[src/rtl/median_arb_pkg.sv]
// ---------------------------------------------------------------------------
// median_arb_pkg
//   Shared definitions for the median_arbiter slice: arbiter state encoding,
//   number of samples per median window, and the cyclic index helper that
//   the round-robin picker uses.
// ---------------------------------------------------------------------------
package median_arb_pkg;

    localparam int unsigned NSAMPLES = 9;

    typedef enum logic [2:0] {
        ST_IDLE,
        ST_GRANT,
        ST_LOAD,
        ST_WAIT,
        ST_RESP,
        ST_ABORT
    } arb_state_t;

    // Next index in 0..n-1, wrapping back to 0 after n-1.
    function automatic int unsigned cyc_next(input int unsigned idx, input int unsigned n);
        return (idx + 32'd1 >= n) ? 32'd0 : idx + 32'd1;
    endfunction

endpackage

[src/rtl/median_arbiter_rr_pick.sv]
// ---------------------------------------------------------------------------
// rr_pick
//   Combinational round-robin picker. Searches i_req upward (cyclic) starting
//   at i_ptr+1 and returns the first set requester.
//
//   i_req     requests, one bit per requester
//   i_ptr     index of the last served requester
//   o_onehot  one-hot winner (zero when no request)
//   o_idx     winner index (zero when no request)
//   o_valid   at least one request present
// ---------------------------------------------------------------------------
module rr_pick
    import median_arb_pkg::*;
#(
    parameter int unsigned NREQ = 4,
    parameter int unsigned PW   = $clog2(NREQ)
) (
    input  logic [NREQ-1:0] i_req,
    input  logic [PW-1:0]   i_ptr,
    output logic [NREQ-1:0] o_onehot,
    output logic [PW-1:0]   o_idx,
    output logic            o_valid
);

    logic [PW-1:0] w_cand;

    always_comb begin
        o_onehot = '0;
        o_idx    = '0;
        o_valid  = 1'b0;
        w_cand   = PW'(cyc_next(32'(i_ptr), NREQ));
        for (int unsigned k = 0; k < NREQ; k++) begin
            if (!o_valid && i_req[w_cand]) begin
                o_valid          = 1'b1;
                o_idx            = w_cand;
                o_onehot[w_cand] = 1'b1;
            end
            w_cand = PW'(cyc_next(32'(w_cand), NREQ));
        end
    end

endmodule

[src/rtl/median_arbiter.sv]
// ---------------------------------------------------------------------------
// median_arbiter
//   Shares one MEDIAN core between NREQ requesters. Round-robin grant, streams
//   the winner's 9 samples into the core, waits for the result strobe and
//   returns the median with a one-cycle DONE pulse. A watchdog aborts the
//   transaction (and resets the core) if no result arrives within TIMEOUT
//   cycles of WAIT.
//
//   CLK, RST      clock / asynchronous active-high reset
//   REQ, DIN      requester levels and sample buses (requester i at DIN[i*WIDTH +: WIDTH])
//   GNT           one-hot grant, held from GRANT through RESP/ABORT
//   RD            sample consumed from the granted DIN this cycle
//   DONE/RES/ERR  completion pulse, result, timeout flag
//   MED_*         connection to the shared MEDIAN core
// ---------------------------------------------------------------------------
module median_arbiter
    import median_arb_pkg::*;
#(
    parameter int unsigned WIDTH   = 8,
    parameter int unsigned NREQ    = 4,
    parameter int unsigned TIMEOUT = 63
) (
    input  logic                  CLK,
    input  logic                  RST,
    input  logic [NREQ-1:0]       REQ,
    input  logic [NREQ*WIDTH-1:0] DIN,
    output logic [NREQ-1:0]       GNT,
    output logic                  RD,
    output logic [NREQ-1:0]       DONE,
    output logic [WIDTH-1:0]      RES,
    output logic                  ERR,
    output logic [WIDTH-1:0]      MED_DI,
    output logic                  MED_DSI,
    output logic                  MED_nRST,
    input  logic [WIDTH-1:0]      MED_DO,
    input  logic                  MED_DSO
);

    localparam int unsigned   PW     = $clog2(NREQ);
    localparam int unsigned   TW     = $clog2(TIMEOUT + 1);
    localparam logic [TW-1:0] T_LAST = TW'(TIMEOUT - 1);
    localparam logic [TW-1:0] T_MAX  = '1;
    localparam logic [3:0]    C_LAST = 4'(NSAMPLES - 1);

    arb_state_t       r_state;
    arb_state_t       w_next;
    logic [PW-1:0]    r_ptr;      // last winner; also the index of the active grant
    logic [3:0]       r_cnt;
    logic [TW-1:0]    r_tmr;
    logic [NREQ-1:0]  r_gnt;
    logic [NREQ-1:0]  r_done;
    logic [WIDTH-1:0] r_res;
    logic             r_err;

    logic [NREQ-1:0]  w_pick_onehot;
    logic [PW-1:0]    w_pick_idx;
    logic             w_pick_valid;
    logic             w_load;
    logic [WIDTH-1:0] w_din [NREQ];

    rr_pick #(
        .NREQ (NREQ),
        .PW   (PW)
    ) u_pick (
        .i_req    (REQ),
        .i_ptr    (r_ptr),
        .o_onehot (w_pick_onehot),
        .o_idx    (w_pick_idx),
        .o_valid  (w_pick_valid)
    );

    always_comb begin
        for (int unsigned i = 0; i < NREQ; i++) begin
            w_din[i] = DIN[i*WIDTH +: WIDTH];
        end
    end

    // Next-state logic
    always_comb begin
        w_next = r_state;
        case (r_state)
            ST_IDLE:  if (w_pick_valid) w_next = ST_GRANT;
            ST_GRANT: w_next = ST_LOAD;
            ST_LOAD:  if (r_cnt == C_LAST) w_next = ST_WAIT;
            // A result strobe on the last watchdog cycle still wins.
            ST_WAIT: begin
                if (MED_DSO)              w_next = ST_RESP;
                else if (r_tmr == T_LAST) w_next = ST_ABORT;
            end
            ST_RESP:  w_next = ST_IDLE;
            ST_ABORT: w_next = ST_IDLE;
            default:  w_next = ST_IDLE;
        endcase
    end

    // State-decoded outputs
    always_comb begin
        w_load   = (r_state == ST_LOAD);
        RD       = w_load;
        MED_DSI  = w_load;
        MED_DI   = w_load ? w_din[r_ptr] : '0;
        MED_nRST = ~RST & (r_state != ST_ABORT);
    end

    always_ff @(posedge CLK or posedge RST) begin
        if (RST) begin
            r_state <= ST_IDLE;
            r_ptr   <= PW'(NREQ - 1);
            r_cnt   <= '0;
            r_tmr   <= '0;
            r_gnt   <= '0;
            r_done  <= '0;
            r_res   <= '0;
            r_err   <= 1'b0;
        end else begin
            r_state <= w_next;

            if (r_state == ST_IDLE && w_pick_valid) begin
                r_ptr <= w_pick_idx;
                r_gnt <= w_pick_onehot;
            end else if (r_state == ST_RESP || r_state == ST_ABORT) begin
                r_gnt <= '0;
            end

            r_cnt <= w_load ? r_cnt + 4'd1 : '0;

            if (r_state == ST_WAIT) begin
                if (r_tmr != T_MAX) r_tmr <= r_tmr + TW'(1);
            end else begin
                r_tmr <= '0;
            end

            r_done <= (w_next == ST_RESP || w_next == ST_ABORT) ? r_gnt : '0;
            r_err  <= (w_next == ST_ABORT);
            r_res  <= (w_next == ST_RESP) ? MED_DO : '0;
        end
    end

    assign GNT  = r_gnt;
    assign DONE = r_done;
    assign RES  = r_res;
    assign ERR  = r_err;

endmodule
[config.mk]
export PLATFORM = sky130hd
export DESIGN_NAME = median_arbiter
export DESIGN_NICKNAME = d
export VERILOG_FILES = /design/src/rtl/median_arb_pkg.sv /design/src/rtl/median_arbiter_rr_pick.sv /design/src/rtl/median_arbiter.sv
export SDC_FILE = /design/constraint.sdc
export NUM_CORES = 1
export LEC_CHECK = 0
export ABC_AREA = 1
export CAP_MARGIN = 25
export CORE_ASPECT_RATIO = 1.1
export CORE_MARGIN = 3
export CORE_UTILIZATION = 65
export CTS_CLUSTER_SIZE = 40
export DETAILED_ROUTE_END_ITERATION = 7
export DONT_BUFFER_PORTS = 1
export HOLD_SLACK_MARGIN = 0.05
export PLACE_DENSITY = 0.92
export SLEW_MARGIN = 20
export SYNTH_ARGS = -nofsm -noshare
export SYNTH_HDL_FRONTEND = slang
export SYNTH_SLANG_ARGS = --single-unit
[constraint.sdc]
create_clock -name CLK -period 4.03 [get_ports CLK]
set_clock_uncertainty 0.15 [all_clocks]
set_input_delay 0.806 -clock CLK [delete_from_list [all_inputs] [get_ports CLK]]
set_output_delay 0.806 -clock CLK [all_outputs]
set_load 0.01 [all_outputs]
==> results.md, run 1 <==
* Pwr dens at between 700 and 800 nW/um^2
* Via density at ~5.6
* Outcome: complete, no violations
* Die Span Y at between 60 and 70 um
* Buffers on Ports at 0
* R2r startpoint: r_ptr[0]
* Syn. warnings at 0
* Root buf cell: clkbuf_4
* FF-to-FF setup slack at 1.14 ns
* Antenna-violating nets left at 0
* Worst Tran Pin Value at between 0.5 and 0.6 ns
* Fmax achieved at between 0.3 and 0.4 GHz
* Remaining routing DRC violations at 0
* Switching share of power at 0.526
* Hold Vio Cnt, Final at 0
* Layout cells sized above 1 at 0.153
* Die width at roughly 61 um
* Worst-Skew Late Latency at around 0.34 ns
* Core ar. at approximately 3100 sq um
* TNS Setup at 0 ns
* Crit path capture type: flop
* First drt pass iteration count at 5
* Setup bufs post-CTS at 0
* Fin crit period at 2.89 ns
* Post-DP HPWL at between 3000 and 4000 um
* Ranking of synthesized cells by area: dfrtp_1 (34%), nor2_1 (9.3%), nand2_1 (9.1%)
* Net Sw Power at 0.951 mW
* Clock Power Share at 0.133
* # diodes at 0
* Top-count cell post-synth: nor2_1
* Overall power at between 1.5 and 2 mW
* Vias in the first global route at 1709
* Share of the synthesized area in the top cell type at 0.344
* Share of the clock period used by the worst path at 0.716
* Synth Instances at 299
* GRT overflow at 0
* NumNets Final at 355
* H-Tree Depth at 2
* Global-route wire length before repair at around 7300 um
* Sequential Power Share at 0.275
* Tot GR Track Use at 0.239
* Post-synthesis sequential area ratio at 0.368
* Max Cap Viol at 0
* Worst setup path end: RES[6]
* Area leader, netlist: dfrtp_1
* Flops & latches, synth at 32
* Critical path class: flop to flop
* Clk pin slew, worst setup/hold paths at roughly 0.10 ns
* Comb pwr share at 0.592
* R2R Path End: RES[6]
* Average routed wire per standard cell at around 13 um
* CP required at 4.15 ns
* Worst endpoint data arrival time at between 3 and 4 ns
* Antenna violations before repair at 0
* Clock Sinks at 32
* Pre-CTS setup slack at 1.19 ns
* Cell variety after synth at 34
* Initial drt markers at approximately 140
* Hold-fix buffers at CTS at 0
* IO Pins at 75
* Largest net degree at the start of global routing at 34
* Hold Slack at about 0.28 ns
* Post-CTS Resized at 0
* Lkg Pwr at approximately 1.1 nW
* Fillers at 231
* Max Slew Vio Count at 0
* Crit path max fanout at 28
* Post-Synthesis Cell Area at between 2000 and 2500 sq um
* Synth cell count leaders: nor2_1 (54), nand2_1 (53), inv_1 (37)
* TritonCTS clock tree: done
* Crit start category: flop
* R2R depth at 10
* Initial core utilization at 0.698
* Rel. slew slack at 0.641
* Worst hold path class: input pin to async pin
* Post-Place Cell Area at 2180 sq um
* Number of flops mapped to enable cells by yosys at 0
* Clock tree buffer depth at 2
* Setup violators final at 0
* Synth Flop Type: dfrtp_1
* Syn Nets at 354
* PnR worst setup slack at 1.14 ns
* CTS buffer count at 5
* Design area at 2260 sq um
* Row count at 21
* Post-synthesis async set-or-reset flop share at 1.00
* GP Congestion at 0.919
* Mean Syn Cell Area at around 7.3 sq um
* Die area at 4090 sq um
* Via count at 1873
* IR drop worst, VDD at about 0.44 mV
* Critical path startpoint: r_ptr[0]
* Unrepaired setup endpoints after global routing: false
* DRT Wirelength at 4460 um
* Pint at 0.857 mW
* Area grow syn2layout at 3.72%
==> cell families after synthesis <==
group | count (synthesis) | synth area share
AOI/OAI and AO/OA | 44 | 0.121
xor gates and xnor gates | 1 | 0.00401
adders and majority gates | 8 | 0.0458
buffers and inverters | 53 | 0.106
DFF | 32 | 0.368
and+or+nand+nor | 161 | 0.355
==> through the flow <==
| stage | utilization | std cells |
|---|---|---|
| 2_1_floorplan | - | 299 |
| 3_3_place_gp | 0.699 | 327 |
| 3_5_place_dp | 0.699 | 327 |
| 4_1_cts | 0.724 | 335 |
| 5_1_grt | 0.724 | 335 |
| 6_report | 0.724 | 335 |
==> critical path, stage by stage, from the launching register on <==
cell     delay, ns
dfstp_2       0.89
inv_4         0.20
ha_1          0.43
inv_2         0.09
nand3_2       0.09
nand2_2       0.12
inv_4         0.12
nand3_4       0.09
o21ai_4       0.28
nand3_4       0.21
nor2_2        0.13
==> final cells by class <==
| type | instances | area, sq um | area share |
|---|---|---|---|
| Tap cell | 34 | 42.5 | 0.0188 |
| Clock inverter | 3 | 42.5 | 0.0188 |
| Timing Repair Buffer | 2 | 15.0 | 0.00663 |
| Clock buffer | 5 | 37.5 | 0.0166 |
| Sequential cell | 32 | 803 | 0.355 |
| Multi-Input combinational cell | 214 | 1150 | 0.507 |
| Inverter | 45 | 175 | 0.0773 |
==> worst min-delay path by stage <==
stage | endpoint | slack (ns) | depth (start not counted)
3_3_place_gp | r_cnt[0] | 0.32 | 1
4_1_cts | r_cnt[1] | 0.27 | 2
5_1_grt | RES[5] | 0.29 | 2
6_report | r_cnt[2] | 0.28 | 2
3_5_place_dp | r_cnt[0] | 0.33 | 1
2_1_floorplan | r_cnt[0] | 0.30 | 1
==> registers in the layout, indices dropped and copies added, names as in the netlist <==
register and flops:
GNT 4, r_tmr 6, r_ptr 2, DONE 4, r_cnt 4, r_state 3
ERR 1, RES 8
==> cell usage in the layout, fill, tap and decap left out, types with 2 or more instances in the layout <==
cell | Yosys | routed
nor2_1 | 54 | 54
nand2_1 | 53 | 53
inv_1 | 37 | 37
dfrtp_1 | 30 | 30
nand3_1 | 22 | 22
o21ai_0 | 20 | 20
a21oi_1 | 14 | 14
nor2_2 | 8 | 8
ha_1 | 8 | 8
nand4_1 | 5 | 5
clkbuf_4 | 0 | 5
inv_2 | 4 | 4
nand2_2 | 4 | 4
nor3_1 | 4 | 4
nand2_4 | 3 | 3
nand3_2 | 3 | 3
nor2_4 | 2 | 2
inv_4 | 2 | 2
clkinv_2 | 1 | 2
o21ai_4 | 2 | 2
nand3_4 | 2 | 2
a32oi_1 | 2 | 2
buf_4 | 1 | 2
dfstp_2 | 2 | 2
==> per-layer routing <==
layer | routed length [um] | vias up | track usage
li1 | - | 949 | -
met1 | 1810 | 841 | 0.284
met2 | 2290 | 74 | 0.402
met3 | 278 | 9 | 0.0543
met4 | 84 | 0 | 0.100
met5 | 0 | - | 0
==> power groups by stage <==
stage	logic [mW]	registers [mW]	clock network [mW]
final	1.07	0.498	0.240
after detailed placement	1.06	0.504	0
after global placement	1.04	0.502	0
after CTS	1.07	0.499	0.246
after floorplan	0.971	0.442	0
after global routing	1.21	0.513	0.265
No activity file was read; power rests on OpenSTA's default activity.
==> inputs of run 2 (changes only) <==
--- a/config.mk
+++ b/config.mk
@@ -9,12 +9,12 @@
 export CAP_MARGIN = 25
 export CORE_ASPECT_RATIO = 1.1
 export CORE_MARGIN = 3
-export CORE_UTILIZATION = 65
+export CORE_UTILIZATION = 63
 export CTS_CLUSTER_SIZE = 40
 export DETAILED_ROUTE_END_ITERATION = 7
 export DONT_BUFFER_PORTS = 1
 export HOLD_SLACK_MARGIN = 0.05
-export PLACE_DENSITY = 0.92
+export PLACE_DENSITY = 0.9
 export SLEW_MARGIN = 20
 export SYNTH_ARGS = -nofsm -noshare
 export SYNTH_HDL_FRONTEND = slang
==> constraint.sdc (replaced) <==
create_clock -name CLK -period 2.7 [get_ports CLK]
set_clock_uncertainty 0.15 [all_clocks]
set_input_delay 0.54 -clock CLK [delete_from_list [all_inputs] [get_ports CLK]]
set_output_delay 0.54 -clock CLK [all_outputs]
set_load 0.01 [all_outputs]
==> run 2 against run 1 <==
  * Sequential power increased by 42%
  * Critical path depth shrank 5
  * First-iteration DRC count increased by 1.4%
  * Total power is 51% higher
  * Final area up 1.6%
  * Global-route usage down 2.0 points
  * Setup slack got worse by 0.98 ns
  * Largest cell class unchanged
  * Largest power group unchanged
==> results.md, run 2 (synthesis results as in run 1) <==
* R2r startpoint: r_ptr[1]
* Antenna violations before repair at 0
* Post-DP HPWL at 3510 um
* Delay-heaviest family, CP: flip-flops
* Fin crit period at 2.53 ns
* CP required at about 2 ns
* R2R Path End: RES[6]
* Crit path capture type: primary output
* Hold Slack at roughly 0.064 ns
* TritonCTS clock tree: done
* Slowest stage delay, CP at around 0.70 ns
* CTS buffer count at 5
* CP bufs+invs at 1
* R2R depth at 10
* Largest register FFs at 8
* Die area at between 4000 and 5000 sq um
* Die Span Y at roughly 68 um
* Via density at 5.49
* Clock Power Share at 0.127
* Most frequent cells in the layout: nand2_1 (53), nor2_1 (53), inv_1 (37), dfrtp_1 (30), nand3_1 (22)
* Share of the clock period used by the worst path at 0.939
* Initial core utilization at 0.687
* Setup bufs post-CTS at 0
* Cell breakdown of the critical path: buf_4 > nor2_1 > nor2_1 > o21ai_0 > a21oi_1
* Worst endpoint data arrival time at ~1.8 ns
* Slowest library cell on the worst path: dfstp_2
* Row count at 21
* # diodes at 0
* Buffers on Ports at 0
* Die width at roughly 62 um
* NumNets Final at ~360
* Global-route wire length before repair at 7290 um
* Crit start category: flop
* GP Congestion at around 0.9
* Hold Vio Cnt, Final at 0
* Layout cells sized above 1 at 0.161
* Net Sw Power at about 1.4 mW
* Fmax achieved at approximately 0.4 GHz
* Max Cap Viol at 0
* Sequential Power Share at 0.259
* Area grow syn2layout at 5.39%
* Unrepaired setup endpoints after global routing: false
* Setup violators final at 0
* Critical path class: flop to primary output
* Comb pwr share at 0.614
* Remaining routing DRC violations at 0
* Worst-Skew Late Latency at between 0.3 and 0.4 ns
* Via count at about 1.9k
* Tot GR Track Use at 0.218
* IO Pins at 75
* IR drop worst, VDD at between 0.8 and 0.9 mV
* Max Slew Vio Count at 0
* Clock Sinks at 32
* DRT Wirelength at between 4000 and 5000 um
* Antenna-violating nets left at 0
* Clock tree buffer depth at 2
* Lkg Pwr at between 1 and 1.5 nW
* Outcome: complete, no violations
* Crit path max fanout at 18
* Switching share of power at 0.520
* TNS Setup at 0 ns
* Average routed wire per standard cell at 12.7 um
* Worst hold path class: input pin to async pin
* Core ar. at around 3200 sq um
* Critical path's most frequent cell: nor2_1
* Pwr dens at 1190 nW/um^2
* Initial drt markers at about 150
* H-Tree Depth at 2
* Root buf cell: clkbuf_4
* Rel. slew slack at 0.682
* Worst Tran Pin Value at about 0.47 ns
* Pint at roughly 1.3 mW
* Clk pin slew, worst setup/hold paths at around 0.10 ns
* Largest net degree at the start of global routing at 33
* GRT overflow at 0
* First drt pass iteration count at 7
* FF-to-FF setup slack at approximately 0.2 ns
* Vias in the first global route at approximately 1.7k
-- run 2: cell types whose count changed in the layout (fill, tap and decap cells not counted), sizes merged --
cell and delta:
clkbuf +1, clkinvlp -1, buf +3
-- run 2: timing repair --
item	4_1_cts	5_1_grt
hold buffers	0	0
setup endpoints to repair	0	1
resized for setup	0	1
-- run 2: worst register-to-register path: stages, from the launching register on --
cell and delay, ns:
dfstp_2 0.66, clkinv_1 0.13, ha_1 0.38, inv_2 0.09
nand3_1 0.09, nand2_1 0.10, inv_2 0.14, nand3_4 0.10
o21ai_4 0.27, nand3_4 0.21, nor2_2 0.13
-- run 2: routing by layer --
metal / global-route usage / wire length [um] / vias up / share of wire
met2: 0.390 / 2250 / 84 / 0.51
met5: 0 / 0 / - / 0
li1: - / - / 952 / -
met1: 0.252 / 1770 / 875 / 0.40
met4: 0.0994 / 95 / 0 / 0.021
met3: 0.0532 / 339 / 9 / 0.076
-- run 2: worst max path at each step --
| stage | start | end | slack (ns) | depth (start not counted) |
|---|---|---|---|---|
| floorplan | r_ptr[1] | RES[0] | 0.04 | 11 |
| global route | r_ptr[1] | RES[6] | 0.006 | 10 |
| global placement | r_ptr[1] | RES[2] | 0.28 | 10 |
| detailed placement | r_ptr[1] | RES[6] | 0.22 | 10 |
| CTS | r_ptr[0] | MED_DI[7] | 0.15 | 5 |
| finish | r_ptr[0] | MED_DI[7] | 0.17 | 5 |
-- run 2: final cells by class --
cell class	count	area (sq um)
multi-input cells	214	1150
fillers	233	878
flip-flops and latches	32	803
inverters	45	175
well taps	46	57.6
clock buffers	6	41.3
repair buffers	5	37.5
clock inverters	2	35.0
-- run 2: power by group through the flow --
| stage | clock [mW] | combinational (mW) | sequential, mW |
|---|---|---|---|
| 2_1_floorplan | 0 | 1.45 | 0.660 |
| 3_3_place_gp | 0 | 1.61 | 0.715 |
| 3_5_place_dp | 0 | 1.65 | 0.720 |
| 4_1_cts | 0.353 | 1.66 | 0.710 |
| 5_1_grt | 0.381 | 1.88 | 0.728 |
| 6_report | 0.346 | 1.68 | 0.708 |
-- run 2: per-stage QoR --
stage	setup slack [ns]	cells	util	power (mW)	cell area (sq um)
6_report	0.165	350	0.724	2.73	2300
5_1_grt	0.00591	350	0.724	2.99	2300
4_1_cts	0.151	350	0.723	2.72	2300
3_5_place_dp	0.218	342	0.699	2.37	2220
3_3_place_gp	0.281	342	0.699	2.32	2220
2_1_floorplan	0.0386	299	-	2.11	2180
